[src/rtl/pipe_pkg.sv]
// Shared types and constants for the pipeline hazard/forwarding scoreboard.
package pipe_pkg;

  localparam int LAT_ALU     = 1;
  localparam int LAT_LOAD    = 2;
  localparam int FWD_REGFILE = 0;

  // Entry fields are sized for the widest supported build (32+ regs, DEPTH <= 16).
  localparam int ENT_RD_W  = 8;
  localparam int ENT_LAT_W = 4;

  typedef struct packed {
    logic                 v;
    logic [ENT_RD_W-1:0]  rd;
    logic [ENT_LAT_W-1:0] lat;
  } entry_t;

  // Latency 0 behaves as 1; anything beyond WB is forwardable at WB.
  function automatic logic [ENT_LAT_W-1:0] eff_lat(input int lat, input int depth);
    int l;
    l = lat;
    if (l < 1) l = 1;
    if (l > depth - 1) l = depth - 1;
    return ENT_LAT_W'(l);
  endfunction

endpackage

[src/rtl/pipe_scoreboard_if.sv]
// ID-stage request and scoreboard response bundle for pipe_scoreboard.
interface pipe_scoreboard_if #(
  parameter int REG_AW = 5,
  parameter int LAT_W  = 2,
  parameter int CNT_W  = 32,
  parameter int FW_W   = 2
);
  // No valid/ready pair here: advance is the single qualifier. Every ID field
  // is sampled on a clock edge only when advance=1; stall/id_bypass are
  // combinational answers to the current ID fields and never wait on advance.
  logic              advance;
  logic              flush;
  logic              id_valid;
  logic [REG_AW-1:0] id_rs1;
  logic [REG_AW-1:0] id_rs2;
  logic              id_rs1_used;
  logic              id_rs2_used;
  logic [REG_AW-1:0] id_rd;
  logic              id_reg_write;
  logic [LAT_W-1:0]  id_lat;
  logic              stall;
  logic              id_bypass1;
  logic              id_bypass2;
  logic [FW_W-1:0]   ex_fwd1;
  logic [FW_W-1:0]   ex_fwd2;
  logic [CNT_W-1:0]  stall_count;
  logic [CNT_W-1:0]  flush_count;

  modport master (
    output advance, flush, id_valid, id_rs1, id_rs2, id_rs1_used, id_rs2_used,
           id_rd, id_reg_write, id_lat,
    input  stall, id_bypass1, id_bypass2, ex_fwd1, ex_fwd2, stall_count, flush_count
  );

  modport slave (
    input  advance, flush, id_valid, id_rs1, id_rs2, id_rs1_used, id_rs2_used,
           id_rd, id_reg_write, id_lat,
    output stall, id_bypass1, id_bypass2, ex_fwd1, ex_fwd2, stall_count, flush_count
  );
endinterface

[src/rtl/pipe_fwd_match.sv]
// Youngest-writer priority match of one source register against the in-flight entries.
module pipe_fwd_match
  import pipe_pkg::*;
#(
  parameter int DEPTH = 3,
  parameter int FW_W  = 2
) (
  input  entry_t [DEPTH-1:0]  entries,
  input  logic [ENT_RD_W-1:0] src,
  input  logic                used,
  output logic                hit,
  output logic [FW_W-1:0]     age,
  output logic                ready,
  output logic                bypass
);

  logic [ENT_LAT_W-1:0] hit_lat;

  always_comb begin
    hit     = 1'b0;
    age     = '0;
    hit_lat = '0;
    // Scan oldest to youngest so the lowest matching age is the one left standing.
    for (int j = DEPTH - 1; j >= 0; j--) begin
      if (used && (src != '0) && entries[j].v && (entries[j].rd == src)) begin
        hit     = 1'b1;
        age     = FW_W'(j);
        hit_lat = entries[j].lat;
      end
    end
    bypass = hit && (int'(age) == DEPTH - 1);
    ready  = !hit || bypass || ((int'(age) + 1) >= int'(hit_lat));
  end

endmodule

[src/rtl/pipe_scoreboard.sv]
// In-flight writer shift register driving stall, WB bypass and EX forward selects.
module pipe_scoreboard
  import pipe_pkg::*;
#(
  parameter int REG_AW = 5,
  parameter int DEPTH  = 3,
  parameter int LAT_W  = 2,
  parameter int CNT_W  = 32
) (
  input logic             clk,
  input logic             reset,
  pipe_scoreboard_if.slave sb
);

  localparam int FW_W = $clog2(DEPTH);

  entry_t [DEPTH-1:0]  ent_q, ent_d;
  entry_t              id_ent;
  logic [REG_AW-1:0]   rs1_in, rs2_in, rd_in;
  logic [LAT_W-1:0]    lat_in;
  logic [ENT_RD_W-1:0] src1, src2;
  logic                hit1, hit2, rdy1, rdy2, byp1, byp2;
  logic [FW_W-1:0]     age1, age2, sel1, sel2;
  logic                stall_c;
  logic [FW_W-1:0]     fwd1_q, fwd1_d, fwd2_q, fwd2_d;
  logic [CNT_W-1:0]    stall_cnt_q, stall_cnt_d, flush_cnt_q, flush_cnt_d;

  assign rs1_in = sb.id_rs1;
  assign rs2_in = sb.id_rs2;
  assign rd_in  = sb.id_rd;
  assign lat_in = sb.id_lat;
  assign src1   = ENT_RD_W'(rs1_in);
  assign src2   = ENT_RD_W'(rs2_in);

  always_comb begin
    id_ent.v   = sb.id_valid & sb.id_reg_write & (rd_in != '0);
    id_ent.rd  = ENT_RD_W'(rd_in);
    id_ent.lat = eff_lat(int'(lat_in), DEPTH);
  end

  pipe_fwd_match #(.DEPTH(DEPTH), .FW_W(FW_W)) u_match1 (
    .entries(ent_q), .src(src1), .used(sb.id_rs1_used),
    .hit(hit1), .age(age1), .ready(rdy1), .bypass(byp1)
  );

  pipe_fwd_match #(.DEPTH(DEPTH), .FW_W(FW_W)) u_match2 (
    .entries(ent_q), .src(src2), .used(sb.id_rs2_used),
    .hit(hit2), .age(age2), .ready(rdy2), .bypass(byp2)
  );

  // A producer at age j is seen from EX next cycle at age j+1.
  assign sel1    = (hit1 && !byp1) ? age1 + FW_W'(1) : FW_W'(FWD_REGFILE);
  assign sel2    = (hit2 && !byp2) ? age2 + FW_W'(1) : FW_W'(FWD_REGFILE);
  assign stall_c = sb.id_valid & (~rdy1 | ~rdy2) & ~sb.flush;

  always_comb begin
    ent_d       = ent_q;
    fwd1_d      = fwd1_q;
    fwd2_d      = fwd2_q;
    stall_cnt_d = stall_cnt_q;
    flush_cnt_d = flush_cnt_q;
    if (sb.advance) begin
      ent_d[0] = (stall_c || sb.flush) ? '0 : id_ent;
      for (int k = 1; k < DEPTH; k++) begin
        ent_d[k] = ent_q[k-1];
      end
      if (stall_c || sb.flush || !sb.id_valid) begin
        fwd1_d = FW_W'(FWD_REGFILE);
        fwd2_d = FW_W'(FWD_REGFILE);
      end else begin
        fwd1_d = sel1;
        fwd2_d = sel2;
      end
      if (stall_c && (stall_cnt_q != '1)) stall_cnt_d = stall_cnt_q + CNT_W'(1);
      if (sb.flush && (flush_cnt_q != '1)) flush_cnt_d = flush_cnt_q + CNT_W'(1);
    end
  end

  always_ff @(posedge clk) begin
    if (reset) begin
      ent_q       <= '0;
      fwd1_q      <= '0;
      fwd2_q      <= '0;
      stall_cnt_q <= '0;
      flush_cnt_q <= '0;
    end else begin
      ent_q       <= ent_d;
      fwd1_q      <= fwd1_d;
      fwd2_q      <= fwd2_d;
      stall_cnt_q <= stall_cnt_d;
      flush_cnt_q <= flush_cnt_d;
    end
  end

  assign sb.stall       = stall_c;
  assign sb.id_bypass1  = byp1;
  assign sb.id_bypass2  = byp2;
  assign sb.ex_fwd1     = fwd1_q;
  assign sb.ex_fwd2     = fwd2_q;
  assign sb.stall_count = stall_cnt_q;
  assign sb.flush_count = flush_cnt_q;

endmodule

[src/flat_wrapper.sv]
// flat-port wrapper written by rule: the top's interface ports become plain ports
module pipe_scoreboard_flat import pipe_pkg::*;
#(
  parameter int REG_AW = 5,
  parameter int DEPTH  = 3,
  parameter int LAT_W  = 2,
  parameter int CNT_W  = 32
)
  (clk, reset, sb_advance, sb_flush, sb_id_valid, sb_id_rs1, sb_id_rs2, sb_id_rs1_used, sb_id_rs2_used, sb_id_rd, sb_id_reg_write, sb_id_lat, sb_stall, sb_id_bypass1, sb_id_bypass2, sb_ex_fwd1, sb_ex_fwd2, sb_stall_count, sb_flush_count);
  pipe_scoreboard_if #(.REG_AW(REG_AW), .LAT_W(LAT_W), .CNT_W(CNT_W)) sb_i ();
  input logic clk;
  input logic reset;
  input wire logic [$bits(sb_i.advance)-1:0] sb_advance;
  input wire logic [$bits(sb_i.flush)-1:0] sb_flush;
  input wire logic [$bits(sb_i.id_valid)-1:0] sb_id_valid;
  input wire logic [$bits(sb_i.id_rs1)-1:0] sb_id_rs1;
  input wire logic [$bits(sb_i.id_rs2)-1:0] sb_id_rs2;
  input wire logic [$bits(sb_i.id_rs1_used)-1:0] sb_id_rs1_used;
  input wire logic [$bits(sb_i.id_rs2_used)-1:0] sb_id_rs2_used;
  input wire logic [$bits(sb_i.id_rd)-1:0] sb_id_rd;
  input wire logic [$bits(sb_i.id_reg_write)-1:0] sb_id_reg_write;
  input wire logic [$bits(sb_i.id_lat)-1:0] sb_id_lat;
  output wire logic [$bits(sb_i.stall)-1:0] sb_stall;
  output wire logic [$bits(sb_i.id_bypass1)-1:0] sb_id_bypass1;
  output wire logic [$bits(sb_i.id_bypass2)-1:0] sb_id_bypass2;
  output wire logic [$bits(sb_i.ex_fwd1)-1:0] sb_ex_fwd1;
  output wire logic [$bits(sb_i.ex_fwd2)-1:0] sb_ex_fwd2;
  output wire logic [$bits(sb_i.stall_count)-1:0] sb_stall_count;
  output wire logic [$bits(sb_i.flush_count)-1:0] sb_flush_count;
  assign sb_i.advance = sb_advance;
  assign sb_i.flush = sb_flush;
  assign sb_i.id_valid = sb_id_valid;
  assign sb_i.id_rs1 = sb_id_rs1;
  assign sb_i.id_rs2 = sb_id_rs2;
  assign sb_i.id_rs1_used = sb_id_rs1_used;
  assign sb_i.id_rs2_used = sb_id_rs2_used;
  assign sb_i.id_rd = sb_id_rd;
  assign sb_i.id_reg_write = sb_id_reg_write;
  assign sb_i.id_lat = sb_id_lat;
  assign sb_stall = sb_i.stall;
  assign sb_id_bypass1 = sb_i.id_bypass1;
  assign sb_id_bypass2 = sb_i.id_bypass2;
  assign sb_ex_fwd1 = sb_i.ex_fwd1;
  assign sb_ex_fwd2 = sb_i.ex_fwd2;
  assign sb_stall_count = sb_i.stall_count;
  assign sb_flush_count = sb_i.flush_count;
  pipe_scoreboard #(.REG_AW(REG_AW), .DEPTH(DEPTH), .LAT_W(LAT_W), .CNT_W(CNT_W)) u_core (.clk(clk), .reset(reset), .sb(sb_i));
endmodule
[config.mk]
export PLATFORM = sky130hd
export DESIGN_NAME = pipe_scoreboard_flat
export DESIGN_NICKNAME = d
export VERILOG_FILES = /design/src/rtl/pipe_pkg.sv /design/src/rtl/pipe_scoreboard_if.sv /design/src/rtl/pipe_fwd_match.sv /design/src/rtl/pipe_scoreboard.sv /design/src/flat_wrapper.sv
export SDC_FILE = /design/constraint.sdc
export NUM_CORES = 1
export LEC_CHECK = 0
export BUFFER_PORTS_ARGS = -buffer_cell sky130_fd_sc_hd__buf_2
export CORE_ASPECT_RATIO = 1.25
export CORE_MARGIN = 5
export CORE_UTILIZATION = 57
export CTS_CLUSTER_DIAMETER = 100
export DETAILED_ROUTE_END_ITERATION = 10
export PLACE_DENSITY_LB_ADDON = 0.12
export SYNTH_ARGS = -nofsm -noshare
export SYNTH_HDL_FRONTEND = slang
export SYNTH_HIERARCHICAL = 1
export SYNTH_SLANG_ARGS = --single-unit
[constraint.sdc]
create_clock -name clk -period 5.3 [get_ports clk]
set_input_delay 0.265 -clock clk [delete_from_list [all_inputs] [get_ports clk]]
set_output_delay 0.265 -clock clk [all_outputs]
set_load 0.01 [all_outputs]
==> summary.txt <==
Logic synthesis
  • Synth cell types: 60
  • Mapped cell area: 0.00564 mm^2
  • Post-synthesis register bit count: 92
  • YS warnings: 6
  • Sequential share of the synthesized area: 0.326
  • Post-synth EDFFs: 0
  • Ys flop type: dfxtp_1
  • Cells after Synth: roughly 670
  • Mapped Avg Cell Area: 8.46 um^2
  • Ys async rst share: 0

Worst setup path
  • WP data required: 5.53 ns
  • Critical path's largest stage delay: 0.75 ns
  • Worst reg2reg setup slack: 0.65 ns
  • Crit path cell chain: xnor2_1 > nand4_1 > nor4_2 > nand2b_1 > inv_1 > ha_1 > nand2b_1 > a21o_1 > a21oi_1 > a21o_1 > o31ai_1 > a21bo_2 > nor2_1 > o31ai_2 > buf_4 > nor4_1 > mux2_2
  • WP depth: 17
  • Startpoint types: flip-flop
  • Reg2Reg Launch Point: u_core/ent_q[4]$_SDFFE_PP0P_
  • Worst path arrival time: 4.88 ns
  • Critical Path End Type: flip-flop
  • Critical path type: reg -> reg
  • FF-to-FF End: u_core/sb.stall_count[29]$_SDFFE_PP0P_
  • CP bufs+invs: 2
  • CP delay by family, top: simple AND/OR/NAND/NOR gates
  • R2R cell count: 17
  • CP max-delay cell: nor4_2
  • Worst Path Max Fanout: 13

Routing
  • Vias: 5375
  • Routed Antenna Nets: 0
  • DRT Wirelength: 14300 um
  • DRC viols: 0
  • Drt first pass iters: 5
  • Via/cell ratio: 5.74
  • Drt initial violations: 231
  • Per-cell routed wire length: 15.2 um

GRT
  • Grt ovf: 0
  • Initial antenna violation count: 0
  • Largest net degree at the start of global routing: 57
  • First-pass GRT wire length: between 20000 and 25000 um
  • GRT Resource Usage Total: 0.239
  • Vias in the first global route: 5190

Clock network
  • Htree depth: 3
  • Post-CTS Resized: 0
  • Clk slew on worst S/H paths: 0.07 ns
  • CTS tree: built
  • Number of CTS-inserted buffers: 9
  • CTS root buffer: clkbuf_16
  • Largest buffer count on any clock path: 2
  • Clock Latency Late Sink: ~0.34 ns
  • Hold-fix buffers, CTS: 0
  • # clock sinks: 92
  • Post-CTS setup buffers: 0

STA
  • Post-Route Setup TNS: 0 ns
  • Period minus WS final: 4.65 ns
  • Hold slack: 0.172 ns
  • Slew @ Worst Pin: 1.01 ns
  • Count of pins over their slew limit: 0
  • Hold Vio Cnt, Final: 0
  • RSZ-0062 raised after global routing: false
  • Slew HR: 0.324
  • Max frequency: 215 MHz
  • Final period utilization: 0.877
  • Final Setup Violations: 0
  • Final Skew: 0.00741 ns

Flow run
  • Max_cap viols: 0

Layout
  • Area Growth Syn to Fin: 18.2%
  • Layout net count: 841
  • Ant diodes: 0
  • Fraction of layout cells with a size suffix above 1: 0.189
  • Total of fill cells in the finished design: 827
  • Final Util: 0.691

Min path
  • Hold Crit Class: in -> reg
  • Hold Path End: u_core/ent_q[6]$_SDFFE_PP0P_
  • WHS Path Cells: 3
  • Hold_sp: sb_id_rd[2]

Placed design
  • Port bufs: 94
  • Placer's final routability congestion estimate: approximately 0.84
  • DP HPWL: ~11000 um

Die
  • Initial Utilization: 0.584
  • Die Wd: 99.0 um
  • Io pins: 96
  • Site Rows: 40
  • Die area: about 0.012 mm^2
  • CORE AREA: 0.00966 mm^2
  • Die Y: about 120 um

Power and ir drop
  • VDD IR max: 0.000207 V
  • PD cells: 213 mW/mm^2
  • LEAKAGE: 0.00255 uW

Run status
  • Outcome: complete, no violations
cell families after synthesis:
logic type               share of synthesized area
AO/OA/AOI/OAI                                0.167
XOR/XNOR                                    0.0962
adder cells (fa/ha/maj)                     0.0222
buffers and inverters                       0.0386
flip-flops                                   0.326
multiplexers                                0.0461
other                                      0.00199
AND/OR/NAND/NOR                              0.302
registers in the layout, indices dropped and copies added, names as in the netlist:
| name | cells |
|---|---|
| u_core/sb.flush_count | 32 |
| u_core/sb.stall_count | 32 |
| u_core/sb.ex_fwd1 | 2 |
| u_core/sb.ex_fwd2 | 2 |
| u_core/ent_q | 24 |
through the flow:
step / power (uW) / cells / instance area, um^2 / setup slack, ns
after CTS: 1430 / 937 / 6670 / 0.688
after detailed placement: 819 / 921 / 6380 / 0.715
after global routing: 1480 / 937 / 6670 / 0.465
after floorplan: 791 / 720 / 5840 / 1.47
after global placement: 817 / 921 / 6380 / 0.794
final: 1420 / 937 / 6670 / 0.650
per-layer routing:
layer  wire length, um  vias up  track usage
met1              5920     2548        0.276
met5                 0        -            0
met4               357        0        0.102
met3               612       28       0.0380
li1                  -     2684            -
met2              7370      115        0.433
worst max-delay path by stage:
stage / start / to / slack, ns
global placement: sb_id_rs1[0] / u_core/sb.stall_count[29]$_SDFFE_PP0P_ / 0.79
finish: u_core/ent_q[4]$_SDFFE_PP0P_ / u_core/sb.stall_count[29]$_SDFFE_PP0P_ / 0.65
global route: u_core/ent_q[4]$_SDFFE_PP0P_ / u_core/sb.stall_count[29]$_SDFFE_PP0P_ / 0.46
detailed placement: sb_id_rs1[0] / u_core/sb.stall_count[29]$_SDFFE_PP0P_ / 0.71
floorplan: sb_id_rs1[0] / u_core/sb.stall_count[28]$_SDFFE_PP0P_ / 1.47
CTS: u_core/ent_q[4]$_SDFFE_PP0P_ / u_core/sb.stall_count[29]$_SDFFE_PP0P_ / 0.69
synth_stat cells (all sizes together), types with 2 or more instances:
master | n | area, um^2
nor3 | 14 | 75.1
nand4b | 4 | 35.0
inv | 17 | 63.8
o31a | 2 | 17.5
nor2 | 55 | 206
o211ai | 2 | 15.0
and3b | 2 | 17.5
dfxtp | 92 | 1840
nor4b | 3 | 26.3
nand4 | 31 | 209
nor3b | 7 | 62.6
o2111ai | 2 | 17.5
o21ai | 34 | 193
or4 | 19 | 161
xor2 | 4 | 35.0
a2111oi | 3 | 28.8
mux2 | 8 | 90.1
a2bb2oi | 6 | 52.6
clkbuf | 14 | 52.6
nand3 | 30 | 150
or2 | 3 | 18.8
mux2i | 17 | 170
xnor2 | 58 | 508
a31o | 2 | 17.5
ha | 10 | 125
conb | 3 | 11.3
a21o | 10 | 75.1
buf | 14 | 101
and4 | 8 | 70.1
nand2b | 12 | 75.1
and2 | 6 | 37.5
and3 | 9 | 56.3
a22oi | 7 | 52.6
nor4 | 12 | 115
a21oi | 48 | 240
or3 | 31 | 194
nand2 | 35 | 131
nor2b | 10 | 62.6
o31ai | 16 | 153
area by class of cell:
type	instances	area, um^2	area share
inverters	17	63.8	0.00957
flip-flops and latches	92	1840	0.276
repair buffers	103	538	0.0807
multi-input cells	583	3780	0.567
clock inverters	7	60.1	0.00900
well taps	126	158	0.0236
clock buffers	9	225	0.0338
tightest hold or removal path, stage by stage:
cell and delay [ns]:
buf_2 0.09, a22oi_1 0.06, nor2_1 0.07
cells in the final DEF, fill, tap and decap left out, types with 21 or more instances in the layout:
master   instances
nand2_1         35
conb_1          56
nand4_1         30
nor2_1          55
o21ai_0         21
dfxtp_1         92
buf_2           94
or3_1           31
xnor2_1         58
nand3_1         30
a21oi_1         48
where the power goes:
group	total [uW]	switching [uW]	internal (uW)
registers	702	6.32	696
logic	104	61.5	42.8
clock network	612	287	324
total	1420	355	1060
No activity file was read; power rests on OpenSTA's default activity.
